File: src/rtl/uart_tx_buffer_pkg.sv
`default_nettype none
// ============================================================================
//  Module   : uart_tx_buffer_pkg
//  Purpose  : Shared types for the UART transmit buffer. Holds the data width
//             and the launch FSM state encoding used by uart_tx_buffer.
//  Ports    : none (package)
//  Revision : 1.0  initial release
// ============================================================================
package uart_tx_buffer_pkg;

    localparam int DATA_W = 8;

    // Launch FSM. Encoding 2'd3 is unused and recovers to S_IDLE.
    typedef enum logic [1:0] {
        S_IDLE      = 2'd0,
        S_LAUNCH    = 2'd1,
        S_WAIT_DONE = 2'd2
    } tx_state_e;

endpackage
`default_nettype wire

File: src/rtl/uart_sync_fifo.sv
`default_nettype none
// ============================================================================
//  Module   : uart_sync_fifo
//  Purpose  : Synchronous byte FIFO with registered full/empty/level flags.
//  Ports    : CLK, RST        clock, asynchronous active-high reset
//             wr_en, wr_data  push (caller guarantees room or a same-edge pop)
//             rd_en           pop (caller guarantees not empty)
//             rd_data         head entry, combinational from storage
//             full, empty     registered occupancy flags
//             level           registered entry count, 0..DEPTH
//  Revision : 1.0  initial release
// ============================================================================
module uart_sync_fifo
    import uart_tx_buffer_pkg::*;
#(
    parameter int DEPTH  = 16,
    parameter int ADDR_W = 4
) (
    input  logic              CLK,
    input  logic              RST,
    input  logic              wr_en,
    input  logic [DATA_W-1:0] wr_data,
    input  logic              rd_en,
    output logic [DATA_W-1:0] rd_data,
    output logic              full,
    output logic              empty,
    output logic [ADDR_W:0]   level
);

    localparam logic [ADDR_W-1:0] C_PTR_ONE = ADDR_W'(1);
    localparam logic [ADDR_W:0]   C_CNT_ONE = (ADDR_W + 1)'(1);
    localparam logic [ADDR_W:0]   C_FULL    = (ADDR_W + 1)'(DEPTH);

    logic [DATA_W-1:0] r_mem [DEPTH];
    logic [ADDR_W-1:0] r_wr_ptr;
    logic [ADDR_W-1:0] r_rd_ptr;
    logic [ADDR_W:0]   r_count;
    logic              r_full;
    logic              r_empty;
    logic [ADDR_W:0]   w_count_next;

    always_comb begin
        w_count_next = r_count;
        case ({wr_en, rd_en})
            2'b10:   w_count_next = r_count + C_CNT_ONE;
            2'b01:   w_count_next = r_count - C_CNT_ONE;
            default: w_count_next = r_count;
        endcase
    end

    // Storage has no reset; contents are meaningless once pointers clear.
    always_ff @(posedge CLK) begin
        if (wr_en) begin
            r_mem[r_wr_ptr] <= wr_data;
        end
    end

    always_ff @(posedge CLK or posedge RST) begin
        if (RST) begin
            r_wr_ptr <= '0;
            r_rd_ptr <= '0;
            r_count  <= '0;
            r_full   <= 1'b0;
            r_empty  <= 1'b1;
        end else begin
            // DEPTH is a power of two, so pointers wrap naturally.
            if (wr_en) begin
                r_wr_ptr <= r_wr_ptr + C_PTR_ONE;
            end
            if (rd_en) begin
                r_rd_ptr <= r_rd_ptr + C_PTR_ONE;
            end
            r_count <= w_count_next;
            r_full  <= (w_count_next == C_FULL);
            r_empty <= (w_count_next == '0);
        end
    end

    assign rd_data = r_mem[r_rd_ptr];
    assign full    = r_full;
    assign empty   = r_empty;
    assign level   = r_count;

endmodule
`default_nettype wire

File: src/rtl/uart_tx_buffer.sv
`default_nettype none
// ============================================================================
//  Module   : uart_tx_buffer
//  Purpose  : Byte queue between the CPU store path and a UART transmitter.
//             Bytes are accepted at CPU rate; one byte per frame is launched
//             with a single-cycle Tx_DV_out pulse, then the block waits for
//             the transmitter's Tx_Done_in pulse before launching another.
//  Ports    : CLK, RST         clock, asynchronous active-high reset
//             Wr_En_in/Wr_Data_in   byte write strobe and data
//             Clr_Err_in       clears the sticky overflow flag
//             Full_out, Empty_out, Level_out   FIFO status
//             Overflow_out     sticky: a write was dropped while full
//             Busy_out         launch FSM not idle
//             Tx_DV_out, Tx_Byte_out   launch strobe and byte to transmitter
//             Tx_Active_in, Tx_Done_in status from transmitter
//  Revision : 1.0  initial release
// ============================================================================
module uart_tx_buffer
    import uart_tx_buffer_pkg::*;
#(
    parameter int DEPTH  = 16,
    parameter int ADDR_W = 4
) (
    input  logic              CLK,
    input  logic              RST,
    input  logic              Wr_En_in,
    input  logic [DATA_W-1:0] Wr_Data_in,
    input  logic              Clr_Err_in,
    output logic              Full_out,
    output logic              Empty_out,
    output logic [ADDR_W:0]   Level_out,
    output logic              Overflow_out,
    output logic              Busy_out,
    output logic              Tx_DV_out,
    output logic [DATA_W-1:0] Tx_Byte_out,
    input  logic              Tx_Active_in,
    input  logic              Tx_Done_in
);

    tx_state_e         r_state;
    tx_state_e         w_state_next;
    logic              w_launch;
    logic              w_fifo_wr;
    logic              w_ovf_set;
    logic              w_full;
    logic              w_empty;
    logic [DATA_W-1:0] w_head;

    logic              r_overflow;
    logic              r_busy;
    logic              r_dv;
    logic [DATA_W-1:0] r_byte;

    // A write at full is still taken when the head is popped on the same
    // edge, since a slot frees up as the new byte lands.
    assign w_fifo_wr = Wr_En_in && (!w_full || w_launch);
    assign w_ovf_set = Wr_En_in && w_full && !w_launch;

    uart_sync_fifo #(
        .DEPTH  (DEPTH),
        .ADDR_W (ADDR_W)
    ) u_fifo (
        .CLK     (CLK),
        .RST     (RST),
        .wr_en   (w_fifo_wr),
        .wr_data (Wr_Data_in),
        .rd_en   (w_launch),
        .rd_data (w_head),
        .full    (w_full),
        .empty   (w_empty),
        .level   (Level_out)
    );

    always_comb begin
        w_state_next = r_state;
        w_launch     = 1'b0;
        case (r_state)
            S_IDLE: begin
                // The Tx_Active_in guard also covers a frame still running
                // in the transmitter after this block was reset.
                if (!w_empty && !Tx_Active_in) begin
                    w_state_next = S_LAUNCH;
                    w_launch     = 1'b1;
                end
            end
            S_LAUNCH: begin
                w_state_next = S_WAIT_DONE;
            end
            S_WAIT_DONE: begin
                if (Tx_Done_in) begin
                    w_state_next = S_IDLE;
                end
            end
            default: begin
                w_state_next = S_IDLE;
            end
        endcase
    end

    always_ff @(posedge CLK or posedge RST) begin
        if (RST) begin
            r_state    <= S_IDLE;
            r_dv       <= 1'b0;
            r_byte     <= '0;
            r_busy     <= 1'b0;
            r_overflow <= 1'b0;
        end else begin
            r_state <= w_state_next;
            r_dv    <= w_launch;
            r_busy  <= (w_state_next != S_IDLE);
            if (w_launch) begin
                r_byte <= w_head;
            end
            // A fresh overflow on the clearing edge keeps the flag set.
            if (w_ovf_set) begin
                r_overflow <= 1'b1;
            end else if (Clr_Err_in) begin
                r_overflow <= 1'b0;
            end
        end
    end

    assign Full_out     = w_full;
    assign Empty_out    = w_empty;
    assign Overflow_out = r_overflow;
    assign Busy_out     = r_busy;
    assign Tx_DV_out    = r_dv;
    assign Tx_Byte_out  = r_byte;

endmodule
`default_nettype wire
File: config.mk
export PLATFORM = sky130hd
export DESIGN_NAME = uart_tx_buffer
export DESIGN_NICKNAME = d
export VERILOG_FILES = /design/src/rtl/uart_tx_buffer_pkg.sv /design/src/rtl/uart_sync_fifo.sv /design/src/rtl/uart_tx_buffer.sv
export SDC_FILE = /design/constraint.sdc
export NUM_CORES = 1
export LEC_CHECK = 0
export CORE_ASPECT_RATIO = 0.8
export CORE_MARGIN = 5
export CORE_UTILIZATION = 40
export DETAILED_ROUTE_END_ITERATION = 8
export SETUP_SLACK_MARGIN = 0.2
export SLEW_MARGIN = 20
export SYNTH_ARGS = -nofsm -noshare
export SYNTH_HDL_FRONTEND = slang
export SYNTH_SLANG_ARGS = --single-unit
File: constraint.sdc
create_clock -name CLK -period 6.9 [get_ports CLK]
set_input_delay 1.035 -clock CLK [delete_from_list [all_inputs] [get_ports CLK]]
set_output_delay 1.035 -clock CLK [all_outputs]
set_load 0.01 [all_outputs]
==> out/qor.csv, run 1 <==
stage,metric,value,unit
outcome,status,"finished, final reports clean",
routing,postRouteAntennaNets,0,
synthesis,synth_mux_area_frac,0.140,
placed_design,hpwl,7710,µm
worst_setup_path,critPathMaxStageDelay,0.61,ns
synthesis,yosys.area_share.simple,0.0548,
synthesis,syn_nets,380,
sta,finalHoldViolCount,0,
global_routing,grt_pass1_wl,19300,µm
synthesis,synth_fa_ha_area_frac,0.0158,
die,die_w,151,µm
die,start_util,0.404,
synthesis,yosys_warnings,0,
synthesis,netlist-cell-type-count,45,
synthesis,synthTopCellsByCount,"128 x edfxtp_1, 29 x mux4_2, 27 x dfrtp_1",
worst_setup_path,critPathKind,in2reg,
worst_hold_path,hp-start,u_fifo.level[4],
cts,cts_made_buffers,17,
worst_setup_path,r2r_cells,12,
cts,clk_path_buf_depth,2,
cts,cts_hold_buf,0,
cts,h-tree-depth,4,
worst_hold_path,holdPathEnd,u_fifo.level[4],
worst_setup_path,crit_family,simple AND/OR/NAND/NOR gates,
sta,worst-slew-pin-transition,0.944,ns
routing,drtIter0Drc,310,
synthesis,yosys-top-cells-area,"edfxtp_1 61%, dfrtp_1 11%, mux4_2 10%, mux2i_1 3.0%, ha_1 1.6%",
cts,cts_resized,0,
power,p_per_area,425,mW/mm²
synthesis,yosysSeqAreaShare,0.719,
power,clock_power_share,0.296,
worst_setup_path,cp_common_cell,ha_1,
global_routing,antenna_found_initial,0,
die,die_area,0.0184,mm²
finish,fin_nets,416,
worst_hold_path,hold_path_class,reg2reg,
worst_setup_path,cp.depth,13,
cts,cts_sinks,156,
die,dieHeight,122,µm
routing,first_pass_iters,4,
global_routing,grt_overflow,0,
sta,setup_viol,0,
worst_setup_path,r2r_end,u_fifo.full,
power,leakage,2.57,nW
cts,clock_latency,0.42,ns
synthesis,synth_xor_xnor_area_share,0.0152,
synthesis,async_reset_ff_frac,0.179,
sta,fin_crit_sh,0.542,
routing,drc,0,
finish,syn2layout_area_growth,18.3,%
worst_setup_path,cp.required,7.24,ns
sta,fin_crit,3.74,ns
sta,setup_tns,0,ns
synthesis,synth_top_family_by_area,multiplexers,
power,combPwrFrac,0.298,
global_routing,track_usage,0.145,
finish,drive_gt1_frac,0.206,
synthesis,synth_most_common_cell,edfxtp_1,
die,core_area,0.0156,mm²
synthesis,synth.avg_cell_area,17.7,µm²
placed_design,pre_cts_ws,2.75,ns
synthesis,synth_top_cell_by_area,edfxtp_1,
worst_setup_path,path_buf_inv,2,
synthesis,ys.flop_type,edfxtp_1,
finish,num_antenna_cells,0,
worst_setup_path,start_kind,input port,
cts,path_clk_slew,0.06,ns
synthesis,synthCells,358,
cts,root_buffer,clkbuf_16,
sta,fin_ws,3.16,ns
run,drv_cap,0,
routing,post_drt_wl_per_cell,20.1,µm
die,placementRows,41,
sta,rsz0062_at_grt,no,
worst_setup_path,crit_arrival,4.08,ns
cts,cts_tree,yes,
sta,maxSlewViolCount,0,
synthesis,yosysTopAreaCellShare,0.608,
power,switching_share,0.307,
power,internal-power,2.20,mW
routing,drt_wl_total,12500,µm
routing,vias_per_cell,5.19,
sta,finalClockSkew,0.0107,ns
synthesis,synth-seq-cells,156,
global_routing,grt_pass1_vias,3321,
worst_hold_path,min_path_cells,1,
worst_setup_path,crit_chain,clkdlybuf4s50_1 > or4_4 > nand2_2 > and2_4 > inv_4 > ha_1 > xor2_1 > ha_1 > a21oi_1 > mux2i_1 > xnor2_1 > a211o_1 > nor2b_1,
worst_setup_path,crit_slowest_cell,or4_4,
power,vdd_ir_drop_max,0.000215,V
sta,fmax,267,MHz
worst_setup_path,rrSetupSlack,3.75,ns
synthesis,synth-compound-area-share,0.0311,
die,pin_count,32,
worst_setup_path,critPathCaptureType,register,
placed_design,io_buffers,31,
finish,nFillCells,1305,
synthesis,synth_edf_count,128,
power,p_seq_frac,0.406,
placed_design,place_congestion,0.898,
worst_setup_path,critPathMaxFanout,15,
cts,postCtsSetupRepairBufs,0,
sta,slew_headroom,0.368,
global_routing,grt_max_degree,39,
synthesis,synth_area,0.00632,mm²
routing,vias,3226,
power,net-switching-power,0.977,mW
worst_setup_path,r2r-start,r_state[1],
-- cells by family after synthesis --
kind of cell             count (synthesis)
XOR/XNOR                                11
AND/OR/NAND/NOR                         64
adder cells (fa/ha/maj)                  8
buffers and inverters                   34
multiplexers                            52
flip-flops                             156
AO/OA/AOI/OAI                           33
-- state kept, by name (all words and copies together), names as in the netlist --
name and cells:
u_fifo.empty 1, u_fifo.level 5, Busy_out 1, Overflow_out 1, u_fifo.r_mem 128, Tx_Byte_out 8
u_fifo.full 1, Tx_DV_out 1, r_state 2, u_fifo.r_rd_ptr 4, u_fifo.r_wr_ptr 4
-- layout by cell type, fill, tap and decap left out, types with 7 or more instances in the layout --
cell type,count
nand2_1,10
inv_1,10
o21ai_0,12
clkdlybuf4s50_1,31
clkbuf_16,17
buf_4,7
xnor2_1,9
mux2i_1,19
nor2_1,20
a21oi_1,11
edfxtp_1,128
ha_1,8
dfrtp_1,26
mux4_2,29
-- power groups by stage --
stage / Combinational (mW) / Clock, mW / Sequential, mW
floorplan: 0.667 / 0 / 1.27
detailed placement: 0.955 / 0 / 1.31
global placement: 0.944 / 0 / 1.30
CTS: 0.963 / 0.962 / 1.29
finish: 0.946 / 0.942 / 1.29
global route: 1.04 / 0.999 / 1.31
-- how the worst max path moves through the flow --
stage	start	end	slack (ns)
6_report	Tx_Active_in	u_fifo.full	3.16
2_1_floorplan	Tx_Active_in	u_fifo.full	3.28
5_1_grt	Tx_Active_in	u_fifo.full	2.99
3_5_place_dp	Tx_Active_in	u_fifo.full	2.75
4_1_cts	Tx_Active_in	u_fifo.full	3.19
3_3_place_gp	Tx_Active_in	u_fifo.full	2.84
-- metal layers --
layer  GRT usage  part of all wire
met2       0.222              0.47
met3      0.0380             0.059
met1       0.203              0.46
met5           0                 0
met4      0.0510            0.0067
-- final cells by class --
class                   instances  area [µm²]  share of cell area
clock buffers                  19         433              0.0579
clock inverters                13         166              0.0222
inverters                      13        51.3             0.00686
multi-input cells             168        1650               0.221
flip-flops and latches        156        4550               0.608
well taps                     215         269              0.0360
repair buffers                 38         363              0.0485
-- metrics by stage --
stage / util / hold slack, ns / power (mW) / cells / cell area [µm²]
floorplan: - / 0.477 / 1.94 / 358 / 6320
global placement: 0.440 / 0.493 / 2.24 / 590 / 6880
detailed placement: 0.440 / 0.501 / 2.26 / 590 / 6880
CTS: 0.478 / 0.515 / 3.22 / 622 / 7480
global route: 0.478 / 0.542 / 3.34 / 622 / 7480
finish: 0.478 / 0.518 / 3.18 / 622 / 7480
Power figures use the tool's default switching activity.
==> run 2: changes to the inputs <==
==> constraint.sdc (replaced) <==
create_clock -name CLK -period 3.22 [get_ports CLK]
set_input_delay 0.483 -clock CLK [delete_from_list [all_inputs] [get_ports CLK]]
set_output_delay 0.483 -clock CLK [all_outputs]
set_load 0.01 [all_outputs]
==> run 2 against run 1 <==
Non-clock buffer count rose by 16. Setup slack worse by 2.8 ns. Die area unchanged. Sequential share of layout area decreased by 0.55 points. Clock power rose by 100%. Total power increased by 110%. Core utilization rose by 0.44 points. Flip-flop and latch count stayed put. Largest power group unchanged. Cell count up 2.6%. Global-route usage increased by 0.54 points. Critical path depth unchanged. Register-to-register slack worse by 3.3 ns.
==> out/qor.csv, run 2 (synthesis results as in run 1) <==
stage,metric,value,unit
outcome,status,"finished, final reports clean",
cts,cts_sinks,156,
routing,first_pass_iters,4,
die,start_util,0.404,
finish,syn2layout_area_growth,19.4,%
global_routing,grt_pass1_wl,19900,µm
worst_setup_path,worstSetupStartpoint,Tx_Active_in,
worst_setup_path,critPathCaptureType,register,
cts,clock_latency,0.42,ns
global_routing,grt_overflow,0,
worst_setup_path,crit_arrival,3.21,ns
finish,fin_nets,432,
finish,multiInputGateArea,0.00163,mm²
cts,h-tree-depth,4,
cts,clk_path_buf_depth,2,
routing,post_drt_wl_per_cell,20.2,µm
sta,fin_crit,2.85,ns
worst_setup_path,critPathMaxFanout,8,
routing,vias_per_cell,5.20,
routing,vias,3319,
sta,fin_ws,0.365,ns
finish,largest_register_ffs,128,
cts,cts_hold_buf,0,
finish,nFillCells,1332,
cts,path_clk_slew,0.06,ns
die,die_area,0.0184,mm²
placed_design,dpl_cell_area,0.00698,mm²
finish,final_cell_mix,"128 x edfxtp_1, 31 x clkdlybuf4s50_1, 29 x mux4_2, 26 x dfrtp_1, 23 x buf_4",
die,core_area,0.0156,mm²
finish,drive_gt1_frac,0.229,
die,pin_count,32,
sta,finalHoldViolCount,0,
worst_setup_path,r2r_end,u_fifo.full,
power,power.total,6.74,mW
finish,area.sequential,0.00455,mm²
global_routing,grt_max_degree,39,
sta,setup_tns,0,ns
routing,drtIter0Drc,255,
finish,design_area,0.00755,mm²
run,drv_cap,0,
sta,worst-slew-pin-transition,0.938,ns
routing,drt_wl_total,12900,µm
routing,postRouteAntennaNets,0,
die,dieHeight,122,µm
cts,cts_tree,yes,
worst_setup_path,critPathKind,in2reg,
worst_setup_path,cp.required,3.57,ns
finish,final_common_cell,edfxtp_1,
die,placementRows,41,
global_routing,grt_pass1_vias,3498,
global_routing,track_usage,0.151,
placed_design,pre_cts_ws,-0.0383,ns
cts,cts_made_buffers,17,
cts,postCtsSetupRepairBufs,0,
sta,fin_crit_sh,0.886,
placed_design,place_congestion,0.800,
worst_hold_path,hold_path_class,in2async,
finish,num_antenna_cells,0,
sta,slew_headroom,0.375,
worst_setup_path,r2r-start,r_state[0],
worst_setup_path,r2r_cells,12,
sta,maxSlewViolCount,0,
placed_design,hpwl,8250,µm
power,vdd_ir_drop_max,0.000399,V
global_routing,antenna_found_initial,0,
sta,setup_viol,0,
placed_design,dp_cells,606,
die,die_w,151,µm
worst_setup_path,crit_end,u_fifo.full,
sta,fmax,350,MHz
cts,cts_resized,0,
worst_setup_path,start_kind,input port,
sta,rsz0062_at_grt,no,
placed_design,io_buffers,31,
finish,stdcell_count,638,
power,p_per_area,893,mW/mm²
cts,root_buffer,clkbuf_16,
routing,drc,0,
worst_setup_path,rrSetupSlack,0.41,ns
sta,finalClockSkew,0.00924,ns
finish,largest_register,u_fifo.r_mem,
power,leakage,2.63,nW
-- run 2: cell types whose count changed in the layout (fill, tap and decap cells not counted), moves of 2 or more --
cell,previous run,this run
clkinv_2,2,0
nor4_2,4,0
clkinv_4,3,5
buf_4,7,23
bufinv_16,3,1
nor4_1,0,4
clkinvlp_4,1,3
-- run 2: power breakdown --
group / internal, mW / total [mW] / switching (mW)
clock: 1.08 / 1.90 / 0.818
combinational: 1.01 / 2.03 / 1.02
sequential: 2.53 / 2.81 / 0.283
-- run 2: cell type report --
type,count,area share
timing repair buffer,54,0.0640
clock inverter,13,0.0181
multi-input combinational,168,0.216
sequential,156,0.602
clock buffer,19,0.0573
inverter,13,0.00679
tap,215,0.0356
-- run 2: worst max-delay path, cell delays in order --
cell	delay (ns)
clkdlybuf4s50_1	0.41
or4_4	0.50
nand2_2	0.08
and2_4	0.15
inv_4	0.06
ha_1	0.20
xor2_1	0.17
ha_1	0.24
a21oi_2	0.13
mux2i_1	0.26
xnor2_1	0.11
a211o_1	0.30
nor2b_1	0.11
-- run 2: worst min path at each step --
stage / startpoint / to / cells past startpoint
after floorplan: u_fifo.r_rd_ptr[3] / u_fifo.r_rd_ptr[3] / 1
after global placement: Tx_Byte_out[1] / Tx_Byte_out[1] / 2
after detailed placement: u_fifo.r_rd_ptr[3] / u_fifo.r_rd_ptr[3] / 1
after CTS: RST / u_fifo.level[0] / 2
after global routing: RST / u_fifo.level[1] / 2
final: RST / Overflow_out / 2
-- run 2: per-stage QoR --
step	util	hold WS (ns)
2_1_floorplan	-	0.477
3_3_place_gp	0.446	0.488
3_5_place_dp	0.446	0.501
4_1_cts	0.483	0.402
5_1_grt	0.483	0.459
6_report	0.483	0.398
-- run 2: routing by layer --
metal,global-route usage,wire length (µm),share of wire
met1,0.212,6120,0.48
met2,0.227,5910,0.46
met3,0.0439,673,0.052
met4,0.0504,153,0.012
met5,0,0,0
